<file path="src/rtl/seg7_scan_driver.sv">
// seg7_scan_driver
// Two-digit, common-anode, active-low 7-segment driver.
// ASCII hex characters shift into a two-nibble buffer. The newest character
// becomes the low digit. The digit picked by sel is shown on seg/an. Every
// change of sel blanks both anodes for BLANK_CYCLES clocks to stop ghosting.
module seg7_scan_driver #(
  parameter int unsigned BLANK_CYCLES = 1000  // legal range 1..65535
) (
  input  logic       clk,
  input  logic       rst,       // synchronous, active-low
  input  logic       sel,       // 0 = low digit, 1 = high digit
  input  logic [7:0] rx_data,
  input  logic       rx_valid,
  output logic [6:0] seg,       // {g,f,e,d,c,b,a}, active-low
  output logic [1:0] an,        // active-low; an[0] = low digit
  output logic       err
);

  typedef enum logic {
    BLANK = 1'b0,
    SHOW  = 1'b1
  } state_t;

  localparam logic [15:0] CNT_LAST = 16'(BLANK_CYCLES - 1);

  state_t      state_reg, state_next;
  logic [15:0] cnt_reg, cnt_next;
  logic [7:0]  disp_reg;
  logic        sel_q;
  logic        sel_edge;
  logic        is_hex;
  logic [3:0]  rx_nib;
  logic [6:0]  seg_next;
  logic [1:0]  an_next;
  logic        show_next;

  // Decode one nibble to active-low segments {g,f,e,d,c,b,a}.
  function automatic logic [6:0] dec7(input logic [3:0] n);
    case (n)
      4'h0: dec7 = 7'h40;
      4'h1: dec7 = 7'h79;
      4'h2: dec7 = 7'h24;
      4'h3: dec7 = 7'h30;
      4'h4: dec7 = 7'h19;
      4'h5: dec7 = 7'h12;
      4'h6: dec7 = 7'h02;
      4'h7: dec7 = 7'h78;
      4'h8: dec7 = 7'h00;
      4'h9: dec7 = 7'h10;
      4'hA: dec7 = 7'h08;
      4'hB: dec7 = 7'h03;
      4'hC: dec7 = 7'h46;
      4'hD: dec7 = 7'h21;
      4'hE: dec7 = 7'h06;
      default: dec7 = 7'h0E;
    endcase
  endfunction

  // sel already comes from this clock domain, so a single delay stage detects its edges.
  assign sel_edge = sel ^ sel_q;

  // Map an ASCII character to a nibble. Upper-case and lower-case A-F both count as hex.
  always_comb begin
    is_hex = 1'b1;
    rx_nib = 4'h0;
    if (rx_data >= 8'h30 && rx_data <= 8'h39) begin
      rx_nib = rx_data[3:0];
    end else if ((rx_data >= 8'h41 && rx_data <= 8'h46) ||
                 (rx_data >= 8'h61 && rx_data <= 8'h66)) begin
      rx_nib = rx_data[3:0] + 4'd9;
    end else begin
      is_hex = 1'b0;
    end
  end

  // Buffer shift, sel delay, and a one-cycle error pulse for a rejected character.
  always_ff @(posedge clk) begin
    if (!rst) begin
      disp_reg <= 8'h00;
      sel_q    <= 1'b0;
      err      <= 1'b0;
    end else begin
      sel_q <= sel;
      err   <= rx_valid && !is_hex;
      if (rx_valid && is_hex) begin
        disp_reg <= {disp_reg[3:0], rx_nib};
      end
    end
  end

  // FSM state register, together with its blank-time counter.
  always_ff @(posedge clk) begin
    if (!rst) begin
      state_reg <= BLANK;
      cnt_reg   <= 16'd0;
    end else begin
      state_reg <= state_next;
      cnt_reg   <= cnt_next;
    end
  end

  // Next state. A sel edge restarts the full blank time from any state.
  // cnt stops advancing on leaving BLANK, so it can never wrap.
  always_comb begin
    state_next = state_reg;
    cnt_next   = cnt_reg;
    if (sel_edge) begin
      state_next = BLANK;
      cnt_next   = 16'd0;
    end else if (state_reg == BLANK) begin
      cnt_next = cnt_reg + 16'd1;
      if (cnt_reg == CNT_LAST) begin
        state_next = SHOW;
      end
    end
  end

  // The outputs are computed from the next state, so the registered pins change
  // on the same edge as the state. Blank then lasts exactly BLANK_CYCLES clocks.
  assign show_next = (state_next == SHOW);

  always_comb begin
    seg_next = 7'h7F;
    if (show_next) begin
      seg_next = dec7(sel ? disp_reg[7:4] : disp_reg[3:0]);
    end
  end

  // One anode per digit. A digit's anode is low only while showing with sel pointing at it.
  for (genvar gi = 0; gi < 2; gi++) begin : g_an
    assign an_next[gi] = ~(show_next && (sel == 1'(gi)));
  end

  // Registered pin drivers.
  always_ff @(posedge clk) begin
    if (!rst) begin
      an  <= 2'b11;
      seg <= 7'h7F;
    end else begin
      an  <= an_next;
      seg <= seg_next;
    end
  end

endmodule
</file>
<file path="config.mk">
export PLATFORM = sky130hd
export DESIGN_NAME = seg7_scan_driver
export DESIGN_NICKNAME = d
export VERILOG_FILES = /design/src/rtl/seg7_scan_driver.sv
export SDC_FILE = /design/constraint.sdc
export NUM_CORES = 1
export LEC_CHECK = 0
export ABC_CLOCK_PERIOD_IN_PS = 3700
export CAP_MARGIN = 40
export CORE_MARGIN = 3
export CORE_UTILIZATION = 40
export DETAILED_ROUTE_END_ITERATION = 6
export SYNTH_ARGS = -nofsm -noshare
export SYNTH_HDL_FRONTEND = slang
export SYNTH_SLANG_ARGS = --single-unit
</file>
<file path="constraint.sdc">
create_clock -name clk -period 3.7 [get_ports clk]
set_input_delay 0.555 -clock clk [delete_from_list [all_inputs] [get_ports clk]]
set_output_delay 0.555 -clock clk [all_outputs]
set_load 0.02 [all_outputs]
</file>
==> results.cfg, run 1 <==
[setup_path]
cp-end-kind = register
slowest_delay_ns = 0.70
required_ns = 3.84
critical_path.max_fanout = 9
cp_cell_sequence = clkdlybuf4s50_1 -> mux2i_1 -> inv_1 -> ha_1 -> mux2_2 -> a22oi_1 -> nand3_1
critPathTopFamily = buffers and inverters
path_buf_inv = 2
cpMaxStageDelayCell = clkdlybuf4s50_1
cp-start-kind = primary input
criticalPathCategory = primary input to register
worst_ep_arrival_time_ns = 2.68

[sta]
finalClockSkew_ns = 0.00902
post-route-period-util_pct = 68.7
drv_slew = 0
setup_viol = 0
min_period_ns = 2.54
finalWorstSetupSlack_ns = 1.16
finalHoldViolCount = 0
fmax_ghz = 0.394
tns_ns = 0
relSlewSlack_pct = 57.0
rsz0062_at_grt = false
tightest_slew_ns = 0.641

[routing]
viasPerCell = 5.50
wire_per_inst_um = 13.0
ant_nets = 0
postRouteWirelength_um = 3640
dr.first_iter.drc_count = 37
dr_total_vias = 1541
drc = 0
dr.pass1.iters = 4

[floorplan]
coreArea_mm2 = 0.00441
dieArea_mm2 = 0.00552
die_h_um = 74.3
ios = 22
fp-row-count = 24
die_x_um = 74.3
initial_core_util_pct = 42.2

[clocking]
postCtsHoldBufs = 0
cts-htree-levels = 2
path_clk_slew_ns = 0.07
root_buffer = clkbuf_8
ctsLongestPathBuffers = 2
clock_insertion_delay_worst_skew_ns = 0.28
post_cts_resized = 0
post-cts-setup-buffer-count = 0
cts_made_buffers = 5
cts_tree = built
cts_sinks = 36

[global_route]
grt_util_all_layers_pct = 14.3
antenna_found_initial = 0
grt_first_pass_wirelength_um = 6110
grt_max_degree = 17
grt_pass1_vias = 1380
grt_remaining_overflow = 0

[final_layout]
syn2layout_area_growth_pct = 17.2
fin_cells = 280
n_antenna_cell = 0
filler_cell_count = 430
final_cell_mix = dfxtp_1, clkdlybuf4s50_1, nor2_1, nand3_1, nand2_1
drive_gt1_share_pct = 6.58
final_util_pct = 49.5
mostFrequentLayoutCell = dfxtp_1
finalNetCount = 252
largest_reg_flops = 16

[synthesis]
ys_seq_area_share_pct = 38.7
ys_ff_latch = 36
synth-main-ff-cell = dfxtp_1
synth_nets = 229
syn_inst = 207
yosys_warnings = 0
syn_area_per_cell_um2 = 9.01
synth_edf_count = 0
async_flop_share_pct = 0
ys_types = 49
netlist_area_mm2 = 0.00186

[placed_design]
routabilityCongestion = 0.849
placed_cells = 275
pre_cts_ws_ns = 0.868
hpwl_um = 2700
portBuffers = 21

[min_path]
min_path_type = register to register

[power]
power_leakage_nw = 0.857
ir_drop_mv = 0.129
power_density_mw_per_mm2 = 320

[run]
cap_viol_max_count = 0

[outcome]
outcome = finished, final reports clean
[path summary, 6_finish.rpt]
kind | endpoint | slack, ns | depth (start not counted) | start
worst max-delay path | seg[6] | 1.16 | 7 | sel
worst min-delay path | disp_reg[4] | 0.47 | 2 | disp_reg[4]
worst max register to register | seg[6] | 1.88 | 6 | disp_reg[0]
worst min register to register | disp_reg[4] | 0.47 | 2 | disp_reg[4]
[cell usage after synthesis (all sizes together) (3+ instances only)]
cell,count,share of area (%)
and3,5,1.7
ha,10,6.7
buf,3,1.1
xor2,8,3.8
nor3,7,1.9
mux2i,7,3.8
nand4,6,2.0
dfxtp,36,39
nor4,3,1.0
nand2,14,2.8
xnor2,5,2.3
nor2,16,3.2
a21oi,8,2.1
and2,4,1.3
o21ai,9,2.4
nand3,14,3.8
a22oi,3,1.2
clkbuf,3,0.60
inv,9,1.8
nand4b,3,2.2
[worst reg2reg max path: cells and delay by family, from the launching register on]
family,cells,cell delay (ns)
and+or+nand+nor,1,0.09
buffers and inverters,1,0.14
AOI/OAI and AO/OA,1,0.16
DFF,1,0.35
adders and majority gates,1,0.27
muxes,2,0.68
[cell type report]
cell class	instances	area, um2	share of cell area (%)
Sequential cell	36	721	33.0
Inverter	9	33.8	1.55
Tap cell	52	65.1	2.98
Timing Repair Buffer	22	218	9.97
Clock buffer	5	68.8	3.15
Multi-Input combinational cell	156	1080	49.4
[per-layer routing]
metal  part of all wire, %  global-route usage, %  up-vias
met1                    48                   18.1      702
met2                    47                   22.8       29
li1                      -                      -      805
met3                   3.8                   3.65        5
met4                   1.2                   6.52        0
met5                     0                      0        -
[through the flow]
| step | power (W) | cell area (um2) | hold slack [ns] |
|---|---|---|---|
| floorplan | 0.000440 | 1860 | 0.448 |
| global placement | 0.000465 | 2120 | 0.464 |
| detailed placement | 0.000465 | 2120 | 0.462 |
| CTS | 0.000708 | 2180 | 0.472 |
| global route | 0.000729 | 2180 | 0.507 |
| finish | 0.000699 | 2180 | 0.467 |
[kinds of logic (layout without fill, tap and decap cells)]
group | after synthesis | in the layout | share of synthesized area, %
buffers and inverters | 15 | 36 | 3.49
AOI/OAI and AO/OA | 37 | 37 | 13.4
xor gates and xnor gates | 13 | 13 | 6.11
adders and majority gates | 10 | 10 | 6.71
muxes | 9 | 9 | 4.97
and+or+nand+nor | 87 | 87 | 26.7
DFF | 36 | 36 | 38.7
[where the power goes]
| group | total (W) | switching (W) | internal [W] | leakage [nW] |
|---|---|---|---|---|
| Sequential | 0.000396 | 0.00000389 | 0.000392 | 0.291 |
| Clock | 0.000242 | 0.000121 | 0.000121 | 0.0359 |
| Combinational | 0.0000605 | 0.0000328 | 0.0000276 | 0.530 |
| Total | 0.000699 | 0.000158 | 0.000541 | 0.857 |
(Power assumes the default switching activity.)
==> run 2, diff against run 1 <==
--- a/config.mk
+++ b/config.mk
@@ -5,7 +5,7 @@
 export SDC_FILE = /design/constraint.sdc
 export NUM_CORES = 1
 export LEC_CHECK = 0
-export ABC_CLOCK_PERIOD_IN_PS = 3700
+export ABC_CLOCK_PERIOD_IN_PS = 2400
 export CAP_MARGIN = 40
 export CORE_MARGIN = 3
 export CORE_UTILIZATION = 40
==> constraint.sdc (replaced) <==
create_clock -name clk -period 2.4 [get_ports clk]
set_input_delay 0.36 -clock clk [delete_from_list [all_inputs] [get_ports clk]]
set_output_delay 0.36 -clock clk [all_outputs]
set_load 0.02 [all_outputs]
==> run 2 against run 1 <==
  * Register-to-register slack got worse by 1.3 ns
  * Total power up 65%
  * Clock skew fell by 0.0011 ns
  * Die area did not move
  * Combinational power is 69% higher
  * Largest power group unchanged
==> results.cfg, run 2 (synthesized netlist as in run 1, its figures left out) <==
[power]
power_density_mw_per_mm2 = 499
ir_drop_mv = 0.234
power_leakage_nw = 0.927
p_total_w = 0.00115

[min_path]
hold_depth = 2
min_path_type = register to register
worstHoldStart = disp_reg[5]
holdPathEnd = disp_reg[5]

[setup_path]
critical_path.max_fanout = 6
worst_ep_arrival_time_ns = 2.15
cp-end-kind = register
worstReg2RegEnd = cnt_reg[15]
rrSetupSlack_ns = 0.61
rr_worst_depth = 4
required_ns = 2.57
criticalPathCategory = primary input to register
r2r-start = cnt_reg[2]
cp-start-kind = primary input

[outcome]
outcome = finished, final reports clean

[placed_design]
routabilityCongestion = 0.899
hpwl_um = 2700
pre_cts_ws_ns = 0.105
portBuffers = 21

[sta]
finalClockSkew_ns = 0.00791
drv_slew = 0
tns_ns = 0
finalHoldViolCount = 0
tightest_slew_ns = 0.566
min_period_ns = 1.98
setup_viol = 0
finalWorstSetupSlack_ns = 0.421
fmax_ghz = 0.505
relSlewSlack_pct = 62.2
post-route-period-util_pct = 82.5
rsz0062_at_grt = false

[routing]
wire_per_inst_um = 12.4
drc = 0
dr_total_vias = 1579
viasPerCell = 5.33
dr.pass1.iters = 4
ant_nets = 0
postRouteWirelength_um = 3670
dr.first_iter.drc_count = 83

[final_layout]
finalNetCount = 265
mostFrequentLayoutCell = dfxtp_1
largest_reg_flops = 16
syn2layout_area_growth_pct = 23.8
n_antenna_cell = 0
final_cell_mix = dfxtp_1, clkdlybuf4s50_1, nor2_1
drive_gt1_share_pct = 12.3

[clocking]
root_buffer = clkbuf_8
cts_tree = built
cts-htree-levels = 2
ctsLongestPathBuffers = 2
path_clk_slew_ns = 0.07
clock_insertion_delay_worst_skew_ns = 0.28
postCtsHoldBufs = 0
post-cts-setup-buffer-count = 0
post_cts_resized = 0
cts_made_buffers = 5
cts_sinks = 36

[global_route]
antenna_found_initial = 0
grt_max_degree = 17
grt_util_all_layers_pct = 14.2
grt_first_pass_wirelength_um = 6180
grt_remaining_overflow = 0
grt_pass1_vias = 1454

[floorplan]
dieArea_mm2 = 0.00552
die_h_um = 74.3
die_x_um = 74.3
initial_core_util_pct = 42.2
fp-row-count = 24
ios = 22
coreArea_mm2 = 0.00441

[run]
cap_viol_max_count = 0
## run 2: cell count changes in the layout (fill, tap and decap cells not counted)
cell        change
clkbuf_1        +1
clkinvlp_4      +1
buf_4          +13
clkbuf_8        +1
## run 2: worst max path at each step
stage / end / cells after the start / slack (ns) / start
detailed placement: disp_reg[2] / 7 / 0.10 / rx_data[1]
global placement: disp_reg[1] / 7 / 0.13 / rx_data[1]
finish: disp_reg[2] / 7 / 0.42 / rx_data[1]
CTS: disp_reg[2] / 7 / 0.42 / rx_data[1]
floorplan: seg[6] / 7 / 0.50 / sel
global route: disp_reg[5] / 7 / 0.32 / rx_data[1]
## run 2: layout make-up
class                      instances  area, um2
timing repair buffer              35        315
inverter                           9       33.8
clock buffer                       7       86.3
clock inverter                     1       7.51
sequential                        36        721
fill                             398       2110
tap                               52       65.1
multi-input combinational        156       1080
## run 2: through the flow
step / cell area, um2 / util [%] / std cells / hold slack [ns]
after floorplan: 1860 / - / 207 / 0.448
after global placement: 2210 / 50.1 / 288 / 0.462
after detailed placement: 2210 / 50.1 / 288 / 0.460
after CTS: 2310 / 52.3 / 296 / 0.470
after global routing: 2310 / 52.3 / 296 / 0.494
final: 2310 / 52.3 / 296 / 0.468
## run 2: critical path: stages
cell and delay [ns]:
clkdlybuf4s50_1 0.50, inv_1 0.08, ha_1 0.19, or3b_2 0.48, and4_1 0.26, o31ai_1 0.21, a31oi_1 0.06
## run 2: layer usage
metal  GRT usage, %  part of all wire (%)
met5              0                     0
met4           5.93                   1.9
met3           4.19                   3.7
met2           22.8                    45
met1           17.8                    49
## run 2: report_power, final
group          leakage (nW)  internal [W]  switching (W)
Sequential            0.291      0.000604     0.00000605
Combinational         0.591     0.0000500      0.0000523
Clock                0.0445      0.000233       0.000206
Total                 0.927      0.000887       0.000264
